===== src/rtl/pipeline_ctrl_pkg.sv =====
`default_nettype none
// ============================================================================
// Module      : pipeline_ctrl_pkg
// Description : Shared pipeline-control types: register address, operand
//               select, forwarding source and memory FSM state.
// Revision    : 1.0 - initial release
// ============================================================================
package pipeline_ctrl_pkg;

    typedef logic [4:0] regaddr_t;

    typedef enum logic [1:0] {
        SEL_REG  = 2'd0,
        SEL_IMM  = 2'd1,
        SEL_PC   = 2'd2,
        SEL_ZERO = 2'd3
    } sel_t;

    typedef enum logic [1:0] {
        FWD_REG = 2'd0,
        FWD_EX  = 2'd1,
        FWD_MEM = 2'd2
    } fwd_t;

    typedef enum logic [0:0] {
        M_IDLE = 1'b0,
        M_WAIT = 1'b1
    } mstate_t;

    // A load result is not yet available in EX, so it can only come from MEM.
    function automatic fwd_t fwd_pick(input logic use_r, input logic hit_ex,
                                      input logic hit_mem, input logic ex_is_load);
        fwd_t f;
        f = FWD_REG;
        if (use_r && hit_ex && !ex_is_load) begin
            f = FWD_EX;
        end else if (use_r && hit_mem) begin
            f = FWD_MEM;
        end
        return f;
    endfunction

endpackage
`default_nettype wire


===== src/rtl/pipeline_ctrl_hazard_detect.sv =====
`default_nettype none
// ============================================================================
// Module      : hazard_detect
// Description : Combinational operand forwarding select and load-use detect.
// Revision    : 1.0 - initial release
// ============================================================================
module hazard_detect
    import pipeline_ctrl_pkg::*;
(
    input  logic     id_valid,
    input  sel_t     id_a_sel,
    input  sel_t     id_b_sel,
    input  regaddr_t id_ra_addr,
    input  regaddr_t id_rb_addr,
    input  logic     ex_valid,
    input  regaddr_t ex_rd_addr,
    input  logic     ex_rd_we,
    input  logic     ex_is_load,
    input  logic     mem_valid,
    input  regaddr_t mem_rd_addr,
    input  logic     mem_rd_we,
    output fwd_t     fwd_a,
    output fwd_t     fwd_b,
    output logic     load_use
);

    logic w_use_a;
    logic w_use_b;
    logic w_hit_ex_a;
    logic w_hit_ex_b;
    logic w_hit_mem_a;
    logic w_hit_mem_b;

    // r0 is hardwired zero, so it never creates a dependency.
    assign w_use_a     = (id_a_sel == SEL_REG) && (id_ra_addr != 5'd0);
    assign w_use_b     = (id_b_sel == SEL_REG) && (id_rb_addr != 5'd0);
    assign w_hit_ex_a  = ex_valid  && ex_rd_we  && (ex_rd_addr  == id_ra_addr);
    assign w_hit_ex_b  = ex_valid  && ex_rd_we  && (ex_rd_addr  == id_rb_addr);
    assign w_hit_mem_a = mem_valid && mem_rd_we && (mem_rd_addr == id_ra_addr);
    assign w_hit_mem_b = mem_valid && mem_rd_we && (mem_rd_addr == id_rb_addr);

    assign fwd_a    = fwd_pick(w_use_a, w_hit_ex_a, w_hit_mem_a, ex_is_load);
    assign fwd_b    = fwd_pick(w_use_b, w_hit_ex_b, w_hit_mem_b, ex_is_load);
    assign load_use = id_valid && ex_is_load &&
                      ((w_use_a && w_hit_ex_a) || (w_use_b && w_hit_ex_b));

endmodule
`default_nettype wire


===== src/rtl/pipeline_ctrl.sv =====
`default_nettype none
// ============================================================================
// Module      : pipeline_ctrl
// Description : Five-stage pipeline control: stage valids, stalls, redirect
//               flush and data-memory handshake FSM.
// Revision    : 1.0 - initial release
// ============================================================================
module pipeline_ctrl
    import pipeline_ctrl_pkg::*;
(
    input  logic     clk,
    input  logic     rst_n,
    input  logic     if_valid,
    input  sel_t     id_a_sel,
    input  sel_t     id_b_sel,
    input  regaddr_t id_ra_addr,
    input  regaddr_t id_rb_addr,
    input  regaddr_t ex_rd_addr,
    input  logic     ex_rd_we,
    input  logic     ex_is_load,
    input  regaddr_t mem_rd_addr,
    input  logic     mem_rd_we,
    input  logic     mem_access,
    input  logic     ex_redirect,
    input  logic     dmem_ack,
    output logic     dmem_req,
    output logic     id_valid,
    output logic     ex_valid,
    output logic     mem_valid,
    output logic     wb_valid,
    output logic     pc_hold,
    output logic     id_hold,
    output fwd_t     fwd_a,
    output fwd_t     fwd_b
);

    mstate_t r_state;
    mstate_t w_state_nxt;
    logic    r_id_valid, r_ex_valid, r_mem_valid, r_wb_valid;
    logic    w_id_nxt, w_ex_nxt, w_mem_nxt, w_wb_nxt;
    logic    w_load_use;
    logic    w_freeze;
    logic    w_req;
    logic    w_hold;

    hazard_detect u_hazard_detect (
        .id_valid    (r_id_valid),
        .id_a_sel    (id_a_sel),
        .id_b_sel    (id_b_sel),
        .id_ra_addr  (id_ra_addr),
        .id_rb_addr  (id_rb_addr),
        .ex_valid    (r_ex_valid),
        .ex_rd_addr  (ex_rd_addr),
        .ex_rd_we    (ex_rd_we),
        .ex_is_load  (ex_is_load),
        .mem_valid   (r_mem_valid),
        .mem_rd_addr (mem_rd_addr),
        .mem_rd_we   (mem_rd_we),
        .fwd_a       (fwd_a),
        .fwd_b       (fwd_b),
        .load_use    (w_load_use)
    );

    always_ff @(posedge clk or negedge rst_n) begin
        if (!rst_n) begin
            r_state     <= M_IDLE;
            r_id_valid  <= 1'b0;
            r_ex_valid  <= 1'b0;
            r_mem_valid <= 1'b0;
            r_wb_valid  <= 1'b0;
        end else begin
            r_state     <= w_state_nxt;
            r_id_valid  <= w_id_nxt;
            r_ex_valid  <= w_ex_nxt;
            r_mem_valid <= w_mem_nxt;
            r_wb_valid  <= w_wb_nxt;
        end
    end

    always_comb begin
        w_state_nxt = r_state;
        w_req       = 1'b0;
        w_freeze    = 1'b0;
        w_hold      = 1'b0;
        w_id_nxt    = if_valid;
        w_ex_nxt    = r_id_valid;
        w_mem_nxt   = r_ex_valid;
        w_wb_nxt    = r_mem_valid;

        case (r_state)
            M_IDLE: begin
                if (r_mem_valid && mem_access) begin
                    w_req = 1'b1;
                    if (!dmem_ack) begin
                        w_freeze    = 1'b1;
                        w_state_nxt = M_WAIT;
                    end
                end
            end
            M_WAIT: begin
                if (dmem_ack) begin
                    w_state_nxt = M_IDLE;
                end else begin
                    w_freeze = 1'b1;
                end
            end
            default: w_state_nxt = M_IDLE;
        endcase

        // Redirect outranks load-use: the dependent instruction is flushed anyway.
        if (w_freeze) begin
            w_hold    = 1'b1;
            w_id_nxt  = r_id_valid;
            w_ex_nxt  = r_ex_valid;
            w_mem_nxt = r_mem_valid;
            w_wb_nxt  = 1'b0;
        end else if (ex_redirect) begin
            w_id_nxt = 1'b0;
            w_ex_nxt = 1'b0;
        end else if (w_load_use) begin
            w_hold   = 1'b1;
            w_id_nxt = r_id_valid;
            w_ex_nxt = 1'b0;
        end
    end

    assign dmem_req  = w_req;
    assign pc_hold   = w_hold;
    assign id_hold   = w_hold;
    assign id_valid  = r_id_valid;
    assign ex_valid  = r_ex_valid;
    assign mem_valid = r_mem_valid;
    assign wb_valid  = r_wb_valid;

endmodule
`default_nettype wire


===== config.mk =====
export PLATFORM = sky130hd
export DESIGN_NAME = pipeline_ctrl
export DESIGN_NICKNAME = d
export VERILOG_FILES = /design/src/rtl/pipeline_ctrl_pkg.sv /design/src/rtl/pipeline_ctrl_hazard_detect.sv /design/src/rtl/pipeline_ctrl.sv
export SDC_FILE = /design/constraint.sdc
export NUM_CORES = 1
export LEC_CHECK = 0
export BUFFER_PORTS_ARGS = -buffer_cell sky130_fd_sc_hd__buf_2
export CORE_MARGIN = 4
export CORE_UTILIZATION = 40
export DETAILED_ROUTE_END_ITERATION = 12
export GPL_TIMING_DRIVEN = 0
export PLACE_DENSITY = 0.81
export SKIP_CTS_REPAIR_TIMING = 1
export SLEW_MARGIN = 10
export SYNTH_ARGS = -nofsm -noshare
export SYNTH_HDL_FRONTEND = slang
export SYNTH_HIERARCHICAL = 1
export SYNTH_SLANG_ARGS = --single-unit

===== constraint.sdc =====
create_clock -name clk -period 4.2 [get_ports clk]
set_clock_uncertainty 0.2 [all_clocks]
set_input_delay 0.21 -clock clk [delete_from_list [all_inputs] [get_ports clk]]
set_output_delay 0.21 -clock clk [all_outputs]
set_load 0.1 [all_outputs]

Yosys cells after proc, flatten, opt, wreduce, memory -nomap -nowiden. Index checks and enable logic that the tools add are counted.

Flip-flop bits (word level): 5. Bits of input ports: 33. Logic and storage cells: 53.

Eq/ne operators: 5. Muxes and demuxes: 17. Bitwise logic cells: 2. Reductions and logical operators: 24.

Operators with widths (count): 5-bit equality test (4); 1-bit logical AND (17); 1-bit 2-to-1 mux (12); 5-bit nonzero test (2); 2-bit 2-to-1 mux (4); 2-bit logical NOT (2); 2-bit != test (second input constant) (1); 1-bit inverter (2); 1-bit case mux with 2 select lines (1); 2-bit AND reduction (1); 1-bit logical NOT (1); 1-bit logical OR (1).

Logic depth before layout (Yosys ltp). Gate-level depths: netlist of the first run.

Depth after elaboration: 8. Mapped depth: 7. Mapped depth without buffers: 7.

Hierarchy. The synthesis of the first run kept the hierarchy.

By module, submodules not included: hazard_detect (times used 1, cells an instance 42, area each 314.1 um^2, seq. area each 0.0 um^2); pipeline_ctrl (times used 1, cells an instance 22, area each 255.2 um^2, seq. area each 125.1 um^2).

Least setup slack after synthesis of the first run. No wires, ideal clock.

Kind: register to output. From: register r_ex_valid, in the netlist ex_valid. To: output fwd_a[1]. Arrival: 6359 ps. Data required time: 3790 ps. Path slack: -2569 ps. Stages on the path, launching flop included: 5. Path buffers: 0. Cells stage by stage: dfrtp_1 nand2_1 nor2_1 nor4b_1 nor3_1.

Longest elaborated chain between the ends: 5.

Ends and longest elaborated chain: start, declared (RTL line pipeline_ctrl.sv:39) `logic r_id_valid, r_ex_valid, r_mem_valid, r_wb_valid;`; start signal, assigned (RTL line pipeline_ctrl.sv:74) `r_ex_valid <= w_ex_nxt;`; 1-bit logical AND (2 in a row) (RTL line pipeline_ctrl_hazard_detect.sv:37) `assign w_hit_ex_a = ex_valid && ex_rd_we && (ex_rd_addr == id_ra_addr);`; 1-bit logical AND (2 in a row) (RTL line pipeline_ctrl_pkg.sv:35) `if (use_r && hit_ex && !ex_is_load) begin`; 2-bit 2-to-1 mux (RTL line pipeline_ctrl_pkg.sv:35); end, declared (RTL line pipeline_ctrl.sv:33) `output fwd_t fwd_a,`.

No other way between the ends.

Final worst setup path of the first run.
From: register r_ex_valid, in the netlist ex_valid. To: output pc_hold.

Longest elaborated chain between the ends: 8.

Ends and longest elaborated chain: 1-bit logical AND (*) (RTL line pipeline_ctrl_hazard_detect.sv:37, pipeline_ctrl_hazard_detect.sv:38); 1-bit logical AND, on equally long branches (RTL line pipeline_ctrl_hazard_detect.sv:37, pipeline_ctrl_hazard_detect.sv:38); 1-bit logical AND (RTL line pipeline_ctrl_hazard_detect.sv:45) `((w_use_a && w_hit_ex_a) || (w_use_b && w_hit_ex_b));`; 1-bit logical OR (*) (RTL line pipeline_ctrl_hazard_detect.sv:45); 1-bit logical AND (*) (RTL line pipeline_ctrl_hazard_detect.sv:44) `assign load_use = id_valid && ex_is_load &&`; net w_load_use (RTL line pipeline_ctrl.sv:41) `logic w_load_use;`; 1-bit 2-to-1 mux (*) (RTL line pipeline_ctrl.sv:120) `end else if (w_load_use) begin`; 1-bit 2-to-1 mux (*) (RTL line pipeline_ctrl.sv:117) `end else if (ex_redirect) begin`; 1-bit 2-to-1 mux (*) (RTL line pipeline_ctrl.sv:111) `if (w_freeze) begin`; end, declared (RTL line pipeline_ctrl.sv:31) `output logic pc_hold,`.

The timed path passes the listed nets; every way through them passes the cells marked *.

==> metrics.yaml, run 1 <==
route:
  dr.pass1.iters: 4
  drc: 0
  drt_iter0_drc: 6
  detail-route-antenna-nets: 0
  num_vias: 668
  wl_mm: 1.84
  via_per_inst: 5.22
  detail_route.wl_per_cell_um: 14.4
yosys:
  avgSynthCellArea_um2: 8.90
  synth_top_cell_by_area: "dfrtp_1"
  yosys-top-cells-area: "dfrtp_1 (22%), xnor2_1 (15%), xor2_1 (15%), mux2_4 (5.3%), nand4_1 (4.4%)"
  syn-cell-area_um2: 569
  yosysWarnings: 6
  ys_seq_area_share_pct: 22.0
  synth-seq-cells: 5
  yosysTopAreaCellShare_pct: 22.0
  synthesis.nets: 97
  yosysUniqueCellTypes: 22
  synth_cells: 64
setup_path:
  arrival_ps: 2120
  crit_buf_inv: 3
  crit_type: "reg2out"
  start_kind: "flop"
  end_kind: "output pin"
  crit_path_top_delay_cell: "buf_2"
  worstPathMaxFanout: 4
  cp_top_family: "buffers and inverters"
  path_cells: "nand2_1, nor4_1, o211a_1, inv_1, o22ai_1, buf_4, buf_2"
  required_ps: 3790
  rrSetupSlack_ps: 2470
  cpPeakStageDelay_ps: 410
sta:
  hold_viol: 0
  tns_ps: 0
  report.final.setup_viol: 0
  tightest_slew_ps: 494
  period_minus_slack_ps: 2530
  min_period_over_period_pct: 60.2
  relSlewSlack_pct: 67.3
  fmax_mhz: 395
  finalMaxSlewViolations: 0
  rsz0062_at_grt: "no"
clock_tree:
  cts_buffers: 3
  clock_sinks: 5
  clock_latency_ps: 240
  clockBufferDepth: 2
  cts_max_level: 1
  cts-root-buf: "clkbuf_4"
  cts_tree: "yes"
  clk_pin_slew_ps: 40
final_layout:
  layout_commonest_cell: "buf_2"
  fin_nets: 147
  utilization_pct: 66.8
  drive_gt1_share_pct: 50.4
  n_antenna_cell: 0
  finalNonFillerCells: 128
  final_cell_mix: "buf_2 (43), xnor2_1 (10), xor2_1 (10)"
  area.growth.synth_to_final_pct: 54.5
power:
  seq_power_share_pct: 27.2
  p_leak_nw: 0.439
  pwr-share-clk_pct: 27.0
  intPower_uw: 119
  switching_share_pct: 40.9
  p_per_area_nw_per_um2: 230
  power_switching_uw: 82.9
  ir_drop_mv: 0.141
  comb_power_share_pct: 45.8
  finalPower_uw: 202
floorplanning:
  rows: 13
  ios: 44
  die_area_um2: 2090
  initial_core_util_pct: 43.2
  die_height_um: 45.7
  die-width_um: 45.7
  core-area_um2: 1320
placed_design:
  dp_hpwl_mm: 1.52
  placedCellCount: 122
  gp_congestion: 0.794
  io_buffer_count: 43
global_route:
  grt_pass1_vias: 654
  grt-ovfl-total: 0
  antenna_found_initial: 0
  grt.total_usage_pct: 18.0
  grt_max_degree: 8
  grt_pass1_wl_mm: 2.73
run_status:
  status: "finished, final reports clean"
run:
  cap_violations: 0
hold_path:
  hp-class: "in2reg"
[state kept, by name (all words and copies together) (netlist names)]
signal     count
wb_valid       1
ex_valid       1
mem_valid      1
id_valid       1
r_state        1
[path summary, 6_finish.rpt]
kind / from / endpoint / cells past startpoint
setup / recovery: ex_valid / pc_hold / 7
hold / removal: if_valid / id_valid / 3
setup reg to reg: ex_valid / ex_valid / 5
hold reg to reg: ex_valid / ex_valid / 1
max in group asynchronous: rst_n / id_valid / 2
min in group asynchronous: rst_n / mem_valid / 2
[cell type report]
cell class                      instances  area (um2)
Buffer                                  1        7.51
Clock buffer                            4        26.3
Fill cell                             120         438
Inverter                                2        7.51
Multi-Input combinational cell         56         459
Sequential cell                         5         125
Tap cell                               15        18.8
Timing Repair Buffer                   45         235
[through the flow]
stage | setup slack [ps] | hold WS, ps | instance area [um2]
CTS | 1690 | -435 | 860
finish | 1670 | 62.8 | 880
global route | 1540 | 74.8 | 880
global placement | 1770 | -174 | 833
floorplan | 93.6 | -286 | 599
detailed placement | 1690 | -172 | 833
[synthesized netlist by cell type (all sizes together)]
cell type   n
o21ai       3
o22ai       1
buf         1
mux2        2
nor3        3
nor4b       2
and2b       1
inv         2
o31a        1
nand2       3
nand3b      1
o211a       1
xor2       10
dfrtp       5
nor2        7
nand4       4
a21oi       1
nor4        4
or4         2
xnor2      10
[worst min-delay path, delay by kind of cell]
family          cells  cell delay (ps)
buf+inv             1               90
compound gates      1               90
simple gates        1               40
[routing by layer]
metal	GRT usage, %	vias to the layer above	wire length, um
met4	8.52	0	19
met1	21.2	305	701
met5	0	-	0
met2	30.9	31	936
met3	3.56	2	182
li1	-	330	-
[power groups by stage]
stage | combinational (mW) | sequential, mW | clock [mW]
6_report | 0.0927 | 0.0550 | 0.0546
5_1_grt | 0.0982 | 0.0553 | 0.0615
4_1_cts | 0.0910 | 0.0550 | 0.0578
3_5_place_dp | 0.0906 | 0.0556 | 0
3_3_place_gp | 0.0884 | 0.0553 | 0
2_1_floorplan | 0.0389 | 0.0737 | 0
[kinds of logic (layout without fill, tap and decap cells)]
kind of cell,Yosys count,in the layout,share of synthesized area [%]
XOR/XNOR,20,20,30.8
AO/OA/AOI/OAI,7,7,11.4
AND/OR/NAND/NOR,27,27,27.9
flip-flops,5,5,22.0
multiplexers,2,2,5.27
buffers and inverters,3,52,2.64
(Power assumes the default switching activity.)
==> run 2, diff against run 1 <==
- ABC_AREA: unset -> 1
- CORE_UTILIZATION: 40 -> 37
- PLACE_DENSITY: 0.81 -> 0.74
- clock period: 4.2 -> 2.2 ns (I/O delays scaled with it)
==> metrics.yaml, run 2 <==
run_status:
  status: "finished with violations"  # was finished, final reports clean
  violations: "negative hold slack"
yosys:
  yosys-top-cells-area: "dfrtp_1 (18%), nand2_1 (18%), nor2_1 (13%), inv_1 (12%), xor2_1 (7.7%)"  # was dfrtp_1 (22%), xnor2_1 (15%), xor2_1 (15%), mux2_4 (5.3%), nand4_1 (4.4%)
  synth_cells: 124  # was 64
  yosys-top-cells-count: "nand2_1 (32), nor2_1 (24), inv_1 (21), nand3_1 (7)"  # was xnor2_1 (10), xor2_1 (10), nor2_1 (6), dfrtp_1 (5)
  yosysWarnings: 6  # unchanged
  avgSynthCellArea_um2: 5.47  # was 8.90 um2
  synth_ff_type: "dfrtp_1"  # unchanged
  synth-async-reset-ratio_pct: 100  # unchanged
  synth_top_cell_by_area: "dfrtp_1"  # unchanged
  synth-seq-cells: 5  # unchanged
  yosysMostFrequentCell: "nand2_1"
  synthesis.nets: 157  # was 97
  yosysUniqueCellTypes: 18  # was 22
  syn-cell-area_um2: 678  # was 569 um2
  yosysTopAreaCellShare_pct: 18.5  # was 22.0%
  synth_edf_count: 0  # unchanged
  ys_seq_area_share_pct: 18.5  # was 22.0%
final_layout:
  drive_gt1_share_pct: 39.1  # was 50.4%
  seqCellArea_um2: 130  # was 125 um2
  num-fill-cells: 188  # was 120
  layout_commonest_cell: "buf_2"  # unchanged
  area.growth.synth_to_final_pct: 49.8  # was 54.5%
  final_area_um2: 1020  # was 880 um2
  multiInputGateArea_um2: 453  # was 459 um2
  fin_nets: 208  # was 147
  n_antenna_cell: 0  # unchanged
  final_cell_mix: "buf_2 (41), nand2_1 (30), nor2_1 (23)"  # was buf_2 (43), xnor2_1 (10), xor2_1 (10)
  utilization_pct: 58.8  # was 66.8%
route:
  detail_route.wl_per_cell_um: 9.95  # was 14.4 um
  via_per_inst: 4.43  # was 5.22
  wl_mm: 1.98  # was 1.84 mm
  dr.pass1.iters: 4  # unchanged
  num_vias: 881  # was 668
  detail-route-antenna-nets: 0  # unchanged
  drt_iter0_drc: 13  # was 6
  drc: 0  # unchanged
clock_tree:
  cts_max_level: 1  # unchanged
  cts_buffers: 3  # unchanged
  cts_tree: "yes"  # unchanged
  clock_latency_ps: 240  # about the same
  clock_sinks: 5  # unchanged
  clk_pin_slew_ps: 40  # about the same
  cts-root-buf: "clkbuf_4"  # unchanged
  clockBufferDepth: 2  # unchanged
power:
  seq_power_share_pct: 26.5  # was 27.2%
  comb_power_share_pct: 47.1  # was 45.8%
  switching_share_pct: 41.9  # was 40.9%
  intPower_uw: 229  # was 119 uW
  finalPower_uw: 394  # was 202 uW
  p_per_area_nw_per_um2: 388  # was 230 nW/um2
  p_leak_nw: 0.645  # was 0.439 nW
  power_switching_uw: 165  # was 82.9 uW
  pwr-share-clk_pct: 26.4  # was 27.0%
  ir_drop_mv: 0.176  # was 0.141 mV
setup_path:
  crit_type: "reg2out"  # unchanged
  start_kind: "flop"  # unchanged
  required_ps: 1890  # was 3790 ps
  arrival_ps: 1790  # was 2120 ps
  end_kind: "output pin"  # unchanged
  worstPathMaxFanout: 4  # unchanged
sta:
  timing.final.ws_setup_ps: 105  # was 1670 ps
  min_period_over_period_pct: 95.2
  hold_slack_ps: -8.82  # was 62.8 ps
  relSlewSlack_pct: 67.3  # about the same
  tightest_slew_ps: 493  # was 494 ps
  report.final.setup_viol: 0  # unchanged
  fmax_mhz: 477
  period_minus_slack_ps: 2100
  rsz0062_at_grt: "no"  # unchanged
  hold_viol: 2  # was 0
  finalMaxSlewViolations: 0  # unchanged
run:
  cap_violations: 0  # unchanged
placed_design:
  place_ws_ps: 150  # was 1690 ps
  dp_hpwl_mm: 1.69  # was 1.52 mm
  io_buffer_count: 43  # unchanged
  gp_congestion: 0.845  # was 0.794
  place_area_um2: 937  # was 833 um2
hold_path:
  hp-class: "in2reg"  # unchanged
global_route:
  grt_pass1_vias: 845  # was 654
  grt_max_degree: 7  # was 8
  grt.total_usage_pct: 16.3  # was 18.0%
  grt_pass1_wl_mm: 3.20  # was 2.73 mm
  antenna_found_initial: 0  # unchanged
  grt-ovfl-total: 0  # unchanged
floorplanning:
  die_height_um: 50.8  # was 45.7 um
  rows: 15  # was 13
  ios: 44  # unchanged
  core-area_um2: 1730  # was 1320 um2
  initial_core_util_pct: 39.3  # was 43.2%
  die_area_um2: 2580  # was 2090 um2
  die-width_um: 50.8  # was 45.7 um
## run 2: metrics by stage
step           setup TNS [ps]  std cells
5_1_grt                     0        199
2_1_floorplan           -58.9        124
3_3_place_gp                0        192
4_1_cts                  -134        196
3_5_place_dp                0        192
6_report                    0        199
## run 2: per-layer routing
layer / GRT usage, % / share of wire, % / routed length [um] / vias up
met1: 17.5 / 39 / 768 / 381
met4: 6.73 / 2.8 / 55 / 0
met3: 2.92 / 6.3 / 125 / 5
met2: 30.9 / 52 / 1030 / 32
met5: 0 / 0 / 0 / -
li1: - / - / - / 463
## run 2: power groups by stage
stage | logic [mW] | clock network, mW | registers, mW
2_1_floorplan | 0.0809 | 0 | 0.141
3_3_place_gp | 0.173 | 0 | 0.105
3_5_place_dp | 0.177 | 0 | 0.106
4_1_cts | 0.177 | 0.107 | 0.104
5_1_grt | 0.203 | 0.120 | 0.105
6_report | 0.186 | 0.104 | 0.104
## run 2: kinds of logic after synthesis
| logic type | after synthesis | share of synthesized area [%] |
|---|---|---|
| compound gates | 4 | 4.06 |
| buf+inv | 29 | 16.6 |
| simple gates | 77 | 49.3 |
| xor+xnor | 9 | 11.6 |
| flops | 5 | 18.5 |
## run 2: final timing paths
| kind | from | to | slack (ps) | cells after the start |
|---|---|---|---|---|
| max | ex_valid | pc_hold | 100 | 8 |
| min | dmem_ack | mem_valid | -9 | 4 |
| max reg2reg | ex_valid | ex_valid | 570 | 7 |
| min reg2reg | id_valid | id_valid | 340 | 2 |
| max in group asynchronous | rst_n | ex_valid | 1650 | 2 |
| min in group asynchronous | rst_n | wb_valid | 10 | 2 |
## run 2: cell type report
class,count,share of cell area [%]
timing repair buffer,46,25.9
buffer,1,0.739
clock buffer,4,2.59
tap,25,3.08
sequential,5,12.8
multi-input combinational,90,44.6
inverter,28,10.3
## run 2: critical path, cell delays in order (launching register included)
cell and delay [ps]:
dfrtp_4 430, nand2_2 80, nor3_1 270, nand3_1 130
a21oi_2 180, nand2_2 80, nand2_4 70, buf_4 120
buf_12 170
